## config.mk

```make
export PLATFORM = sky130hd
export DESIGN_NAME = mult_pipe
export DESIGN_NICKNAME = d
export VERILOG_FILES = /design/src/rtl/mult_pipe_pkg.sv /design/src/rtl/mult_pipe_stage.sv /design/src/rtl/mult_pipe.sv
export SDC_FILE = /design/constraint.sdc
export NUM_CORES = 2
export LEC_CHECK = 0
export CAP_MARGIN = 30
export CELL_PAD_IN_SITES_DETAIL_PLACEMENT = 1
export CELL_PAD_IN_SITES_GLOBAL_PLACEMENT = 2
export CORE_ASPECT_RATIO = 0.5
export CORE_UTILIZATION = 35
export CTS_CLUSTER_SIZE = 20
export DETAILED_ROUTE_END_ITERATION = 8
export GPL_ROUTABILITY_DRIVEN = 0
export PLACE_DENSITY_LB_ADDON = 0.08
export SLEW_MARGIN = 20
export SYNTH_ARGS = -nofsm -noshare
export SYNTH_HDL_FRONTEND = slang
export SYNTH_SLANG_ARGS = --single-unit
```

## constraint.sdc

```tcl
create_clock -name clock -period 9.6 [get_ports clock]
set_clock_uncertainty 0.2 [all_clocks]
set_input_delay 1.92 -clock clock [delete_from_list [all_inputs] [get_ports clock]]
set_output_delay 1.92 -clock clock [all_outputs]
set_load 0.05 [all_outputs]
```

## src/rtl/mult_pipe_pkg.sv

```systemverilog
// Shared definitions for the pipelined RV32M/RV64M multiplier: operation
// encoding, operand-signedness helpers and the XLEN/NUM_STAGES legality check.
package mult_pipe_pkg;

   typedef enum logic [1:0] {
      MUL_OP_MUL    = 2'd0,
      MUL_OP_MULH   = 2'd1,
      MUL_OP_MULHSU = 2'd2,
      MUL_OP_MULHU  = 2'd3
   } mul_op_t;

   function automatic bit mult_cfg_legal(int xlen, int num_stages);
      bit stages_ok;
      stages_ok = (num_stages == 1) || (num_stages == 2) ||
                  (num_stages == 4) || (num_stages == 8);
      return ((xlen == 32) || (xlen == 64)) && stages_ok && ((xlen % num_stages) == 0);
   endfunction

   function automatic bit op_mcand_signed(mul_op_t op);
      return op != MUL_OP_MULHU;
   endfunction

   function automatic bit op_mplier_signed(mul_op_t op);
      return (op == MUL_OP_MUL) || (op == MUL_OP_MULH);
   endfunction

endpackage

```

## src/rtl/mult_pipe_stage.sv

```systemverilog
// One registered partial-product step: adds mcand * (low CH bits of mplier)
// into the accumulator, then shifts both operands by CH for the next stage.
module mult_pipe_stage
   import mult_pipe_pkg::*;
#(
   parameter int W2    = 64,
   parameter int CH    = 16,
   parameter int TAG_W = 64
) (
   input  logic             clock,
   input  logic             reset_n,
   input  logic             flush,
   input  logic             load,
   input  logic             unload,
   input  mul_op_t          op_d,
   input  logic [TAG_W-1:0] tag_d,
   input  logic [W2-1:0]    mcand_d,
   input  logic [W2-1:0]    mplier_d,
   input  logic [W2-1:0]    acc_d,
   output logic [W2-1:0]    acc_nxt,
   output logic             valid_q,
   output mul_op_t          op_q,
   output logic [TAG_W-1:0] tag_q,
   output logic [W2-1:0]    mcand_q,
   output logic [W2-1:0]    mplier_q,
   output logic [W2-1:0]    acc_q
);

   logic [W2-1:0] chunk;

   assign chunk   = W2'(mplier_d[CH-1:0]);
   assign acc_nxt = acc_d + mcand_d * chunk;

   // NOTE: non-blocking assignments so each stage captures its upstream
   // neighbour's pre-edge value regardless of process evaluation order.
   always_ff @(posedge clock) begin
      if (!reset_n) begin
         // NOTE: data registers are cleared along with valid so a reset never
         // leaves a stale result or tag visible on the outputs.
         valid_q  <= 1'b0;
         op_q     <= MUL_OP_MUL;
         tag_q    <= '0;
         mcand_q  <= '0;
         mplier_q <= '0;
         acc_q    <= '0;
      end else if (flush) begin
         valid_q <= 1'b0;
      end else if (load) begin
         valid_q  <= 1'b1;
         op_q     <= op_d;
         tag_q    <= tag_d;
         mcand_q  <= mcand_d << CH;
         mplier_q <= mplier_d >> CH;
         acc_q    <= acc_nxt;
      end else if (unload) begin
         valid_q <= 1'b0;
      end
   end

endmodule

```

## src/rtl/mult_pipe.sv

```systemverilog
// Elastic NUM_STAGES-deep RV32M/RV64M multiplier (MUL/MULH/MULHSU/MULHU) with
// valid/ready handshake and squash. Define MULT_PIPE_PERF_CNT_EN for perf counters.
module mult_pipe
   import mult_pipe_pkg::*;
#(
   parameter int XLEN       = 32,
   parameter int NUM_STAGES = 4,
   parameter int TAG_W      = 64
) (
   input  logic             clock,
   input  logic             reset_n,
   input  logic             in_valid,
   output logic             in_ready,
   input  mul_op_t          in_op,
   input  logic [XLEN-1:0]  in_mcand,
   input  logic [XLEN-1:0]  in_mplier,
   input  logic [TAG_W-1:0] in_tag,
   input  logic             squash,
   output logic             out_valid,
   input  logic             out_ready,
   output logic [XLEN-1:0]  out_result,
   output logic [TAG_W-1:0] out_tag
`ifdef MULT_PIPE_PERF_CNT_EN
   ,
   output logic [31:0]      perf_ops,
   output logic [31:0]      perf_stall,
   output logic [31:0]      perf_squashed
`endif
);

   localparam int W2   = 2 * XLEN;
   localparam int CH   = W2 / NUM_STAGES;
   localparam int LAST = NUM_STAGES - 1;

   if (!mult_cfg_legal(XLEN, NUM_STAGES)) begin : g_bad_cfg
      $error("mult_pipe: illegal XLEN/NUM_STAGES combination");
   end

   logic [NUM_STAGES-1:0] valid;
   logic [NUM_STAGES-1:0] adv;
   logic [NUM_STAGES-1:0] load;
   mul_op_t               op_d     [NUM_STAGES];
   mul_op_t               op_q     [NUM_STAGES];
   logic [TAG_W-1:0]      tag_d    [NUM_STAGES];
   logic [TAG_W-1:0]      tag_q    [NUM_STAGES];
   logic [W2-1:0]         mcand_d  [NUM_STAGES];
   logic [W2-1:0]         mcand_q  [NUM_STAGES];
   logic [W2-1:0]         mplier_d [NUM_STAGES];
   logic [W2-1:0]         mplier_q [NUM_STAGES];
   logic [W2-1:0]         acc_d    [NUM_STAGES];
   logic [W2-1:0]         acc_q    [NUM_STAGES];
   logic [W2-1:0]         acc_nxt  [NUM_STAGES];
   logic [W2-1:0]         mcand_ext;
   logic [W2-1:0]         mplier_ext;
   logic [XLEN-1:0]       result_q;

   assign mcand_ext  = {{XLEN{in_mcand[XLEN-1]  & op_mcand_signed(in_op)}},  in_mcand};
   assign mplier_ext = {{XLEN{in_mplier[XLEN-1] & op_mplier_signed(in_op)}}, in_mplier};

   // Ripple ready chain unrolled: stage k is blocked only when every stage
   // after it is full and the consumer is not taking the tail.
   // NOTE: every always_comb output gets a default first, so no path can
   // leave it unassigned and infer a latch.
   always_comb begin
      logic blocked;
      adv     = '0;
      blocked = ~out_ready;
      for (int k = LAST; k >= 0; k--) begin
         adv[k]  = valid[k] & ~blocked;
         blocked = blocked & valid[k];
      end
   end

   assign in_ready  = reset_n & ~squash & (~valid[0] | adv[0]);
   assign out_valid = reset_n & ~squash & valid[LAST];

   for (genvar k = 0; k < NUM_STAGES; k++) begin : g_stage
      if (k == 0) begin : g_head
         assign load[k]     = in_valid & in_ready;
         assign op_d[k]     = in_op;
         assign tag_d[k]    = in_tag;
         assign mcand_d[k]  = mcand_ext;
         assign mplier_d[k] = mplier_ext;
         assign acc_d[k]    = '0;
      end else begin : g_body
         assign load[k]     = adv[k-1];
         assign op_d[k]     = op_q[k-1];
         assign tag_d[k]    = tag_q[k-1];
         assign mcand_d[k]  = mcand_q[k-1];
         assign mplier_d[k] = mplier_q[k-1];
         assign acc_d[k]    = acc_q[k-1];
      end

      mult_pipe_stage #(
         .W2    (W2),
         .CH    (CH),
         .TAG_W (TAG_W)
      ) u_stage (
         .clock    (clock),
         .reset_n  (reset_n),
         .flush    (squash),
         .load     (load[k]),
         .unload   (adv[k]),
         .op_d     (op_d[k]),
         .tag_d    (tag_d[k]),
         .mcand_d  (mcand_d[k]),
         .mplier_d (mplier_d[k]),
         .acc_d    (acc_d[k]),
         .acc_nxt  (acc_nxt[k]),
         .valid_q  (valid[k]),
         .op_q     (op_q[k]),
         .tag_q    (tag_q[k]),
         .mcand_q  (mcand_q[k]),
         .mplier_q (mplier_q[k]),
         .acc_q    (acc_q[k])
      );
   end

   // Half selection happens as the last stage loads, keeping the output path
   // a plain register.
   always_ff @(posedge clock) begin
      if (!reset_n) begin
         result_q <= '0;
      end else if (load[LAST] && !squash) begin
         result_q <= (op_d[LAST] == MUL_OP_MUL) ? acc_nxt[LAST][XLEN-1:0]
                                                : acc_nxt[LAST][W2-1:XLEN];
      end
   end

   assign out_result = result_q;
   assign out_tag    = tag_q[LAST];

`ifdef MULT_PIPE_PERF_CNT_EN
   localparam logic [31:0] CNT_MAX = '1;

   logic [31:0] squash_pop;

   always_comb begin
      squash_pop = '0;
      for (int k = 0; k < NUM_STAGES; k++) begin
         squash_pop = squash_pop + 32'(valid[k]);
      end
   end

   always_ff @(posedge clock) begin
      if (!reset_n) begin
         perf_ops      <= '0;
         perf_stall    <= '0;
         perf_squashed <= '0;
      end else begin
         if (out_valid && out_ready && (perf_ops != CNT_MAX)) begin
            perf_ops <= perf_ops + 32'd1;
         end
         if (valid[LAST] && !out_ready && (perf_stall != CNT_MAX)) begin
            perf_stall <= perf_stall + 32'd1;
         end
         if (squash) begin
            perf_squashed <= (perf_squashed > (CNT_MAX - squash_pop)) ? CNT_MAX
                                                                      : perf_squashed + squash_pop;
         end
      end
   end
`endif

endmodule

```

==> results.py <==
metrics = {
    "worst_setup_path": {
        "end_kind": "flop",
        "cp.required_ns": 9.96,
        "start_kind": "flop",
        "cp_common_cell": "fa_1",
        "cp_max_fo": 19,
        "r2r_slack_ns": 0.48,
        "critical_path_arrival_ns": 9.48,
        "critPathSlowestCell": "fa_1",
        "crit_type": "flop to flop",
        "cpPeakStageDelay_ns": 0.60,
    },
    "power": {
        "p_sw_mw": 8.60,
        "seqPwrFrac_pct": 14.6,
        "swShare_pct": 48.5,
        "leakagePower_nw": 32.7,
        "p_per_area_nw_per_um2": 236,
        "internal_power_mw": 9.13,
        "power_frac_clock_pct": 15.1,
        "ir_drop_uv": 348,
        "power_mw": 17.7,
        "p_comb_share_pct": 70.3,
    },
    "place": {
        "placed_area_sq_um": 72800,
        "portBuffers": 232,
        "dpl.hpwl_microns": 177000,
    },
    "hold_path": {
        "hold_path_class": "flop to flop",
    },
    "logic_synthesis": {
        "synth_ff_type": "dfxtp_1",
        "synth-edff-count": 0,
        "synthesis.nets": 9603,
        "syn_inst": 7908,
        "synth.cell_area_sq_um": 67200,
        "synth-async-reset-ratio_pct": 0,
        "ys_seq_area_share_pct": 17.2,
        "synth.avg_cell_area_sq_um": 8.50,
        "synth_seq_cells": 576,
        "synth_cell_type_count": 83,
        "yosys_warnings": 0,
    },
    "grt": {
        "grt_pass1_vias": 56458,
        "grt_pass1_wl_microns": 343000,
        "antenna_found_initial": 12,
        "grt_max_degree": 167,
        "grt_util_all_layers_pct": 22.8,
        "overflow": 0,
    },
    "route": {
        "viasPerCell": 4.89,
        "routed_wl_microns": 219000,
        "ant_nets": 0,
        "dr.pass1.iters": 5,
        "drc": 0,
        "drt_iter0_drc": 2684,
        "vias": 51691,
        "wire_per_inst_microns": 20.7,
    },
    "sta": {
        "period_needed_ns": 9.12,
        "setup_viol": 0,
        "clock.fmax_ghz": 0.110,
        "hold_violations": 0,
        "slew_headroom_pct": 34.8,
        "worst_pin_slew_ns": 0.977,
        "grt_setup_unrepaired": "no",
        "finalMaxSlewViolations": 0,
        "period_share_pct": 95.0,
        "finalSetupTns_ns": 0,
    },
    "floorplanning": {
        "row_count": 113,
        "die_x_microns": 622,
        "die_h_microns": 312,
        "core_area_sq_um": 190000,
        "die_area_sq_um": 194000,
        "num_io_pins": 233,
        "initial_utilization_pct": 35.3,
    },
    "clock_tree": {
        "clock_latency_ns": 0.68,
        "cts_hold_buf": 0,
        "clockBufferDepth": 3,
        "ctsRootBufferMaster": "clkbuf_16",
        "cts_sinks": 576,
        "cts_max_level": 3,
        "cts_buffers": 66,
        "clkTransAtPathRegs_ns": 0.06,
        "cts_tree": "yes",
    },
    "cells_and_area": {
        "fillers": 22297,
        "final_area_sq_um": 75100,
        "fin_nets": 9674,
        "area_growth_pct": 11.7,
        "drive_above_1_share_pct": 4.13,
    },
    "run_status": {
        "outcome": "completed",
    },
    "job": {
        "cap_violations": 0,
    },
}
[placed cells by master (no fill, tap or decap), drive strengths merged, types with 170 or more instances in the layout]
cell / n
xnor2: 170
clkdlybuf4s50: 231
and2: 449
nand2: 1783
nor2: 170
a21oi: 683
dfxtp: 576
buf: 175
ha: 354
inv: 1316
fa: 1206
[Yosys cell counts (all sizes together) (21+ instances only)]
| master | count | area (sq um) |
|---|---|---|
| a211oi | 31 | 250 |
| a21oi | 683 | 3440 |
| nand2b | 33 | 206 |
| a31oi | 24 | 156 |
| and2 | 449 | 2810 |
| o21bai | 29 | 218 |
| nor2 | 170 | 638 |
| nor2b | 30 | 188 |
| nor3 | 38 | 195 |
| a21o | 91 | 684 |
| ha | 354 | 4430 |
| nand2 | 1783 | 6690 |
| o21ai | 124 | 621 |
| xor2 | 60 | 526 |
| fa | 1206 | 24100 |
| dfxtp | 576 | 11500 |
| and3 | 21 | 131 |
| xnor2 | 170 | 1490 |
| nand3 | 60 | 300 |
| clkbuf | 393 | 1480 |
| o21a | 30 | 225 |
| inv | 1311 | 4920 |
[power groups by stage]
stage / Combinational [mW] / Sequential [mW] / Clock [mW]
final: 12.5 / 2.58 / 2.68
after global routing: 14.0 / 2.59 / 2.88
after CTS: 12.7 / 2.58 / 2.78
after detailed placement: 12.6 / 2.63 / 0
after floorplan: 9.10 / 2.54 / 0
after global placement: 12.6 / 2.63 / 0
[worst max-delay path: cells and delay by family (launching register included)]
family / cells / cell delay [ns]
XOR/XNOR: 1 / 0.18
AO/OA/AOI/OAI: 11 / 2.59
AND/OR/NAND/NOR: 8 / 1.34
flip-flops: 1 / 0.53
adder cells (fa/ha/maj): 8 / 3.79
buffers and inverters: 3 / 0.39
[routing by layer]
layer	vias to the layer above	part of all wire [%]	track usage (%)
li1	24341	-	-
met1	26438	52	34.6
met2	748	42	34.4
met3	160	4.9	4.21
met4	4	1.3	3.13
met5	-	0.011	0
[final timing paths]
kind,start,end,cells past startpoint
setup / recovery,g_stage[1].u_stage.mplier_q[0],g_stage[2].u_stage.acc_q[63],31
hold reg to reg,g_stage[0].u_stage.tag_q[43],g_stage[1].u_stage.tag_q[43],2
hold / removal,g_stage[0].u_stage.tag_q[43],g_stage[1].u_stage.tag_q[43],2
setup reg to reg,g_stage[1].u_stage.mplier_q[0],g_stage[2].u_stage.acc_q[63],31
[logic make-up after synthesis]
logic type | Yosys count | synth area share [%]
AND/OR/NAND/NOR | 2671 | 17.5
buffers and inverters | 1715 | 9.59
adder cells (fa/ha/maj) | 1560 | 42.5
AO/OA/AOI/OAI | 1143 | 10.0
flip-flops | 576 | 17.2
XOR/XNOR | 230 | 3.00
multiplexers | 13 | 0.197
[flip-flops by register name, indices dropped and copies added (netlist names)]
register                  cells
g_stage.u_stage.valid_q       4
g_stage.u_stage.mplier_q     19
g_stage.u_stage.tag_q       256
g_stage.u_stage.mcand_q      81
g_stage.u_stage.acc_q       178
g_stage.u_stage.op_q          6
out_result                   32
[repair_timing]
item                       CTS  global route
resized for setup            0            10
buffers inserted             0             0
hold endpoints to repair     0             0
setup endpoints to repair    0            12
[area by class of cell]
cell class | count | area [sq um] | area share (%)
diodes | 5 | 12.5 | 0.0167
repair buffers | 406 | 3860 | 5.13
flip-flops and latches | 576 | 11500 | 15.4
clock buffers | 91 | 1870 | 2.48
inverters | 1312 | 4930 | 6.57
multi-input cells | 5617 | 49300 | 65.6
well taps | 2530 | 3170 | 4.21
clock inverters | 29 | 433 | 0.576
[metrics by stage]
stage / utilization, % / hold WS (ns) / setup slack, ns / cells
after floorplan: - / 0.231 / 1.24 / 7908
after global placement: 38.2 / 0.240 / 0.137 / 10439
after CTS: 39.4 / 0.245 / 0.0302 / 10560
after global routing: 39.5 / 0.258 / 0.0254 / 10562
after detailed placement: 38.2 / 0.245 / 0.0835 / 10440
final: 39.5 / 0.234 / 0.478 / 10566
Power figures use the tool's default switching activity.
